$ cat config.mk
export PLATFORM = sky130hd
export DESIGN_NAME = boot_sequencer
export DESIGN_NICKNAME = d
export VERILOG_FILES = /design/src/rtl/boot_sequencer.sv
export SDC_FILE = /design/constraint.sdc
export NUM_CORES = 1
export LEC_CHECK = 0
export CAP_MARGIN = 20
export CELL_PAD_IN_SITES_DETAIL_PLACEMENT = 0
export CELL_PAD_IN_SITES_GLOBAL_PLACEMENT = 1
export CORE_AREA = 4 4 64 66
export CTS_CLUSTER_SIZE = 25
export DETAILED_ROUTE_END_ITERATION = 8
export DIE_AREA = 0 0 68 70
export DONT_BUFFER_PORTS = 1
export PLACE_DENSITY_LB_ADDON = 0.1
export SYNTH_ARGS = -nofsm -noshare
export SYNTH_HDL_FRONTEND = slang
export SYNTH_SLANG_ARGS = --single-unit
$ cat constraint.sdc
create_clock -name clk -period 3.35 [get_ports clk]
set_clock_uncertainty 0.05 [all_clocks]
set_input_delay 0.335 -clock clk [delete_from_list [all_inputs] [get_ports clk]]
set_output_delay 0.335 -clock clk [all_outputs]
set_load 0.05 [all_outputs]
$ cat src/rtl/boot_sequencer.sv
// Boot sequencer for a pulpino_top core: holds the core in reset, releases it, runs
// three agent handshakes (SPI program load, JTAG transfer, SPI readback), then enables
// instruction fetch.
//
// Ports:
//   clk, rst         - clock and synchronous active-high reset
//   start_i          - level request for a boot sequence
//   spi_done_i       - SPI agent finished the current transfer
//   jtag_done_i      - JTAG agent finished its transfer
//   spi_start1_o     - one-cycle launch of the SPI program load
//   spi_start2_o     - one-cycle launch of the SPI readback/check
//   jtag_start_o     - one-cycle launch of the JTAG transfer
//   core_rst_n_o     - active-low core reset
//   fetch_enable_o   - core fetch enable
//   busy_o/done_o/error_o - sequence in progress / running / failed
//   state_o          - current state encoding
module boot_sequencer #(
  parameter int unsigned DELAY_CYCLES   = 10,
  parameter int unsigned TIMEOUT_CYCLES = 65535
) (
  input  logic       clk,
  input  logic       rst,
  input  logic       start_i,
  input  logic       spi_done_i,
  input  logic       jtag_done_i,
  output logic       spi_start1_o,
  output logic       spi_start2_o,
  output logic       jtag_start_o,
  output logic       core_rst_n_o,
  output logic       fetch_enable_o,
  output logic       busy_o,
  output logic       done_o,
  output logic       error_o,
  output logic [3:0] state_o
);

  typedef enum logic [3:0] {
    StIdle      = 4'd0,
    StHoldRst   = 4'd1,
    StRelWait   = 4'd2,
    StSpi1      = 4'd3,
    StJtag      = 4'd4,
    StSpi2      = 4'd5,
    StFetchWait = 4'd6,
    StRun       = 4'd7,
    StErr       = 4'd8
  } state_e;

  localparam logic [15:0] DelayLast   = 16'(DELAY_CYCLES - 1);
  localparam logic [15:0] TimeoutLast = 16'(TIMEOUT_CYCLES - 1);

  state_e      state_q, state_d;
  logic [15:0] cnt_q, cnt_d;
  logic        first_cycle;
  logic        timed_out;

  logic spi_start1_d, spi_start2_d, jtag_start_d;
  logic core_rst_n_d, fetch_enable_d, busy_d, done_d, error_d;

  // Done is ignored in the cycle that issues the start pulse.
  assign first_cycle = (cnt_q == 16'd0);
  assign timed_out   = (cnt_q == TimeoutLast);

  always_comb begin
    state_d = state_q;
    unique case (state_q)
      StIdle:      if (start_i) state_d = StHoldRst;
      StHoldRst:   if (cnt_q == DelayLast) state_d = StRelWait;
      StRelWait:   if (cnt_q == DelayLast) state_d = StSpi1;
      // Done is checked before timeout so a late done still wins.
      StSpi1: begin
        if (!first_cycle && spi_done_i)  state_d = StJtag;
        else if (timed_out)              state_d = StErr;
      end
      StJtag: begin
        if (!first_cycle && jtag_done_i) state_d = StSpi2;
        else if (timed_out)              state_d = StErr;
      end
      StSpi2: begin
        if (!first_cycle && spi_done_i)  state_d = StFetchWait;
        else if (timed_out)              state_d = StErr;
      end
      StFetchWait: if (cnt_q == DelayLast) state_d = StRun;
      StRun:       if (!start_i) state_d = StIdle;
      StErr:       if (!start_i) state_d = StIdle;
      default:     state_d = StIdle;
    endcase
  end

  // Phase counter restarts on every state entry and saturates instead of wrapping.
  always_comb begin
    if (state_d != state_q)     cnt_d = 16'd0;
    else if (cnt_q == 16'hFFFF) cnt_d = cnt_q;
    else                        cnt_d = cnt_q + 16'd1;
  end

  // Outputs are decoded from the next state so the registered copies line up with state_o.
  always_comb begin
    spi_start1_d   = (state_d == StSpi1) && (state_q != StSpi1);
    jtag_start_d   = (state_d == StJtag) && (state_q != StJtag);
    spi_start2_d   = (state_d == StSpi2) && (state_q != StSpi2);
    core_rst_n_d   = !((state_d == StIdle) || (state_d == StHoldRst) || (state_d == StErr));
    fetch_enable_d = (state_d == StRun);
    busy_d         = !((state_d == StIdle) || (state_d == StRun) || (state_d == StErr));
    done_d         = (state_d == StRun);
    error_d        = (state_d == StErr);
  end

  always_ff @(posedge clk) begin
    if (rst) begin
      state_q        <= StIdle;
      cnt_q          <= 16'd0;
      spi_start1_o   <= 1'b0;
      spi_start2_o   <= 1'b0;
      jtag_start_o   <= 1'b0;
      core_rst_n_o   <= 1'b0;
      fetch_enable_o <= 1'b0;
      busy_o         <= 1'b0;
      done_o         <= 1'b0;
      error_o        <= 1'b0;
    end else begin
      state_q        <= state_d;
      cnt_q          <= cnt_d;
      spi_start1_o   <= spi_start1_d;
      spi_start2_o   <= spi_start2_d;
      jtag_start_o   <= jtag_start_d;
      core_rst_n_o   <= core_rst_n_d;
      fetch_enable_o <= fetch_enable_d;
      busy_o         <= busy_d;
      done_o         <= done_d;
      error_o        <= error_d;
    end
  end

  assign state_o = state_q;

endmodule
==> impl_metrics.toml, run 1 <==
[global_routing]
grt_antenna_before_repair = 0
grt_pass1_vias = 1318
grt-ovfl-total = 0
grt_max_degree = 17
grt_usage = 0.172
grt_pass1_wl_mm = 6.40

[floorplan]
core_area_um2 = 3580
die_area_um2 = 4760
fp.dieH_um = 70
io_pins = 17
fp.dieW_um = 68
initial_core_util = 0.466
placementRows = 22

[placed_design]
pre_cts_slack_ps = 391
numPortBuffers = 0
post-dp-hpwl_mm = 2.81
gp_congestion = 0.907
dp_cells = 230

[route]
viasPerCell = 5.87
met3_length_um = 157
drt-initial-drc-count = 146
vias = 1379
routed_wl_mm = 3.76
wl_per_cell_um = 16.0
wl_met2_mm = 1.91
final_antenna_net_count = 0
drc = 0
first_pass_iters = 4
top_layer = "met4"
met1_length_mm = 1.66

[sta]
setup_viol = 0
maxSlewHeadroom = 0.334
layout_setup_ws_ps = 353
rsz0062_at_grt = "false"
clock.fmax_mhz = 334
setup_tns_ps = 0
worstMarginPinSlew_ps = 998
fin_crit_sh = 0.895
whs_ps = 119
hold_viol = 0
fin_crit_ps = 3000
drv_slew = 0

[setup_path]
cp-start-kind = "register"
crit_family = "simple AND/OR/NAND/NOR gates"
slowest_stage = "or4b_2"
worst-setup-path-type = "register to register"
crit_chain = "inv_1 -> ha_1 -> or4b_2 -> nor4_1 -> nor2_1 -> nor3_1 -> nand4_4 -> nor4b_2"
path_buf_inv = 1
critPathMaxFanout = 16
slowest_delay_ps = 640
critPathArrivalTime_ps = 3200
required_ps = 3550
critPathCaptureType = "register"

[cts]
numCtsBuffers = 3
cts_tree = "yes"
cts_buffer_depth = 2
path_clk_slew_ps = 150
clkLatencyLatePin_ps = 330
clock_sinks = 27
postCtsSetupBuffers = 0
htreeDepth = 1
root_buffer = "clkbuf_4"

[power]
irDropWorstVdd_mv = 0.149
p_per_area_nw_per_um2 = 308
p_leak_nw = 0.569

[min_path]
hold_path.class = "input port to register"

[synth]
ys_ff_latch = 27
synthCells = 187
ys.flop_type = "dfxtp_1"
synth_area_leader_cell = "dfxtp_1"
async_flop_share = 0
yosys_warnings = 0
synth.cell_area_um2 = 1670
ys_seq_area_frac = 0.324
yosysTopAreaCellShare = 0.324
syn_nets = 196
synth.distinct_cells = 51
synth_edf_count = 0
ys_top_cells_by_area = "dfxtp_1 32%, nor3_2 6.6%, xnor2_1 5.3%"
avgSynthCellArea_um2 = 8.92

[layout]
fillCellCount = 371
final_common_cell = "dfxtp_1"
nNetsFinal = 197
final_cell_mix = "27 x dfxtp_1, 16 x nand2_1, 16 x nor2_1"
drive_gt1_frac = 0.176
area_delta_synth_final_pct = 4.43
fin_util = 0.487
fin_cells = 235
n_antenna_cell = 0

[job]
cap_violations = 0

[run_status]
status = "complete, no violations"
-- cell usage after synthesis (3+ instances only) --
| cell type | n |
|---|---|
| nand2_1 | 16 |
| nor3_2 | 11 |
| or2_2 | 3 |
| nand2b_1 | 5 |
| nor2_1 | 16 |
| o21ai_0 | 4 |
| nor4b_1 | 4 |
| clkbuf_1 | 4 |
| nand4_1 | 6 |
| inv_1 | 7 |
| dfxtp_1 | 27 |
| a21oi_1 | 6 |
| nor4_1 | 5 |
| ha_1 | 4 |
| nor3_1 | 9 |
| nand3_1 | 6 |
| xnor2_1 | 10 |
| o22ai_1 | 3 |
-- path summary, 6_finish.rpt --
check,from,to,slack (ps),cells after the start
max,cnt_q[0],cnt_q[12],350,8
min,rst,state_o[2],120,2
max reg2reg,cnt_q[0],cnt_q[12],350,8
min reg2reg,cnt_q[5],cnt_q[5],530,2
-- per-layer routing --
metal,up-vias,GRT usage
met5,-,0
met1,659,0.218
li1,683,-
met3,4,0.0305
met2,33,0.289
met4,0,0.0508
-- registers in the layout, indices dropped and copies added, names as in the netlist --
| register | count |
|---|---|
| done_o | 1 |
| jtag_start_o | 1 |
| cnt_q | 16 |
| spi_start2_o | 1 |
| busy_o | 1 |
| error_o | 1 |
| state_o | 4 |
| spi_start1_o | 1 |
| core_rst_n_o | 1 |
-- timing repair --
item,CTS,global route
hold endpoints to repair,8,0
hold buffers,1,0
endpoints found under the setup margin,0,0
resized for setup,0,0
-- cells by family after synthesis --
family | synth area share
and+or+nand+nor | 0.384
DFF | 0.324
AOI/OAI and AO/OA | 0.131
buffers and inverters | 0.0405
xor gates and xnor gates | 0.0630
muxes | 0.0270
adders and majority gates | 0.0300
-- per-stage QoR --
step | area, µm² | total power, mW
finish | 1740 | 0.536
detailed placement | 1700 | 0.396
global route | 1740 | 0.565
CTS | 1740 | 0.547
global placement | 1700 | 0.395
floorplan | 1670 | 0.388
-- report_power, final --
group | internal, mW | total, mW | switching, mW
registers | 0.325 | 0.335 | 0.00975
logic | 0.0211 | 0.0565 | 0.0353
clock network | 0.0457 | 0.145 | 0.0995
-- cell type report --
| type | instances | area [µm²] | area share |
|---|---|---|---|
| multi-input cells | 146 | 1060 | 0.608 |
| flip-flops and latches | 27 | 541 | 0.310 |
| well taps | 48 | 60.1 | 0.0345 |
| inverters | 7 | 26.3 | 0.0151 |
| repair buffers | 3 | 25.0 | 0.0144 |
| clock buffers | 3 | 22.5 | 0.0129 |
| clock inverters | 1 | 7.51 | 0.00431 |
No activity file was read; power rests on OpenSTA's default activity.
==> run 2, diff against run 1 <==
- ABC_AREA: unset -> 0
==> results of run 2 <==
The final DEF is identical to that of run 1; final timing and power are the same.
==> run 3, diff against run 2 <==
- CORE_AREA: 4 4 64 66 -> 4 4 68 70
- DIE_AREA: 0 0 68 70 -> 0 0 72 74
- DONT_BUFFER_PORTS: 1 -> unset
==> impl_metrics.toml, run 3 (synthesized netlist as in run 1, its figures left out) <==
[cts]
root_buffer = "clkbuf_8"
post_cts_resized = 0
clock_sinks = 27
htreeDepth = 1
cts_tree = "yes"
numCtsBuffers = 3
postCtsSetupBuffers = 0
clkLatencyLatePin_ps = 280
cts_hold_buf = 0
path_clk_slew_ps = 90
cts_buffer_depth = 2

[run_status]
status = "complete, no violations"

[route]
drt-initial-drc-count = 74
drc = 0
vias = 1404
routed_wl_mm = 3.77
viasPerCell = 5.59
wl_per_cell_um = 15.0
final_antenna_net_count = 0
first_pass_iters = 4

[setup_path]
cp-start-kind = "register"
reg2reg_slack_ps = 380
r2r_cells = 8
r2r-start = "cnt_q[0]"
r2r_end = "cnt_q[12]"
critPathArrivalTime_ps = 3110
cp-startpoint = "cnt_q[0]"
worst-setup-path-type = "register to register"
required_ps = 3490
critPathMaxFanout = 16
critPathCaptureType = "register"

[floorplan]
fp.dieW_um = 72
io_pins = 17
placementRows = 23
fp.dieH_um = 74
die_area_um2 = 5330
core_area_um2 = 3970
initial_core_util = 0.420

[sta]
layout_setup_ws_ps = 384
fin_crit_sh = 0.885
whs_ps = 526
drv_slew = 0
fin_crit_ps = 2970
rsz0062_at_grt = "false"
worstMarginPinSlew_ps = 680
hold_viol = 0
setup_viol = 0
clock.fmax_mhz = 337
maxSlewHeadroom = 0.542
setup_tns_ps = 0

[placed_design]
numPortBuffers = 16
gp_congestion = 1.00
post-dp-hpwl_mm = 2.91
pre_cts_slack_ps = 398
dpl_cell_area_um2 = 1860

[global_routing]
grt-ovfl-total = 0
grt_antenna_before_repair = 0
grt_max_degree = 17
grt_pass1_vias = 1386
grt_usage = 0.157
grt_pass1_wl_mm = 6.53

[layout]
n_antenna_cell = 0
area_delta_synth_final_pct = 14.1
nNetsFinal = 211
final_cell_mix = "27 x dfxtp_1, 16 x nand2_1, 16 x nor2_1, 16 x clkdlybuf4s50_1, 11 x nor3_2"
fin_area_um2 = 1900
largest_reg_flops = 16
drive_gt1_frac = 0.159
regMostFlops = "cnt_q"
final_common_cell = "dfxtp_1"

[min_path]
hp-start = "cnt_q[4]"
worstHoldPathCells = 2
hold_path.class = "register to register"
min_to = "cnt_q[4]"

[power]
irDropWorstVdd_mv = 0.227
p_leak_nw = 0.628
p_per_area_nw_per_um2 = 307

[job]
cap_violations = 0
==> run 3: report_power, final <==
part	switching (mW)	total, mW	internal, mW
Clock	0.104	0.187	0.0835
Combinational	0.0397	0.0656	0.0259
Sequential	0.00643	0.331	0.324
Total	0.150	0.584	0.434
==> run 3: worst max path at each step <==
stage	slack [ps]	to	cells after the start
3_3_place_gp	470	cnt_q[12]	8
2_1_floorplan	730	busy_o	8
6_report	380	cnt_q[12]	8
3_5_place_dp	400	cnt_q[12]	8
4_1_cts	360	cnt_q[12]	8
5_1_grt	90	cnt_q[12]	8
==> run 3: metal layers <==
metal / wire length [µm] / track usage
met5: 0 / 0
met4: 64 / 0.0501
met3: 140 / 0.0338
met1: 1650 / 0.182
met2: 1910 / 0.288
==> run 3: final cells by class <==
type / count / area, µm²
clock buffer: 3 / 41.3
tap: 50 / 62.6
inverter: 7 / 26.3
fill: 413 / 2070
timing repair buffer: 17 / 168
clock inverter: 1 / 5.00
multi-input combinational: 146 / 1060
sequential: 27 / 541
==> run 3: critical path: stages (launching register included) <==
cell and delay (ps):
dfxtp_1 380, inv_1 100, ha_1 140, or4b_2 640, nor4_1 390, nor2_1 130
nor3_1 330, nand4_4 360, nor4b_2 350
==> run 3: stage by stage <==
step,util,power [mW],cells
after floorplan,-,0.388,187
after global placement,0.468,0.404,247
after detailed placement,0.468,0.405,247
after CTS,0.479,0.597,251
after global routing,0.479,0.615,251
final,0.479,0.584,251
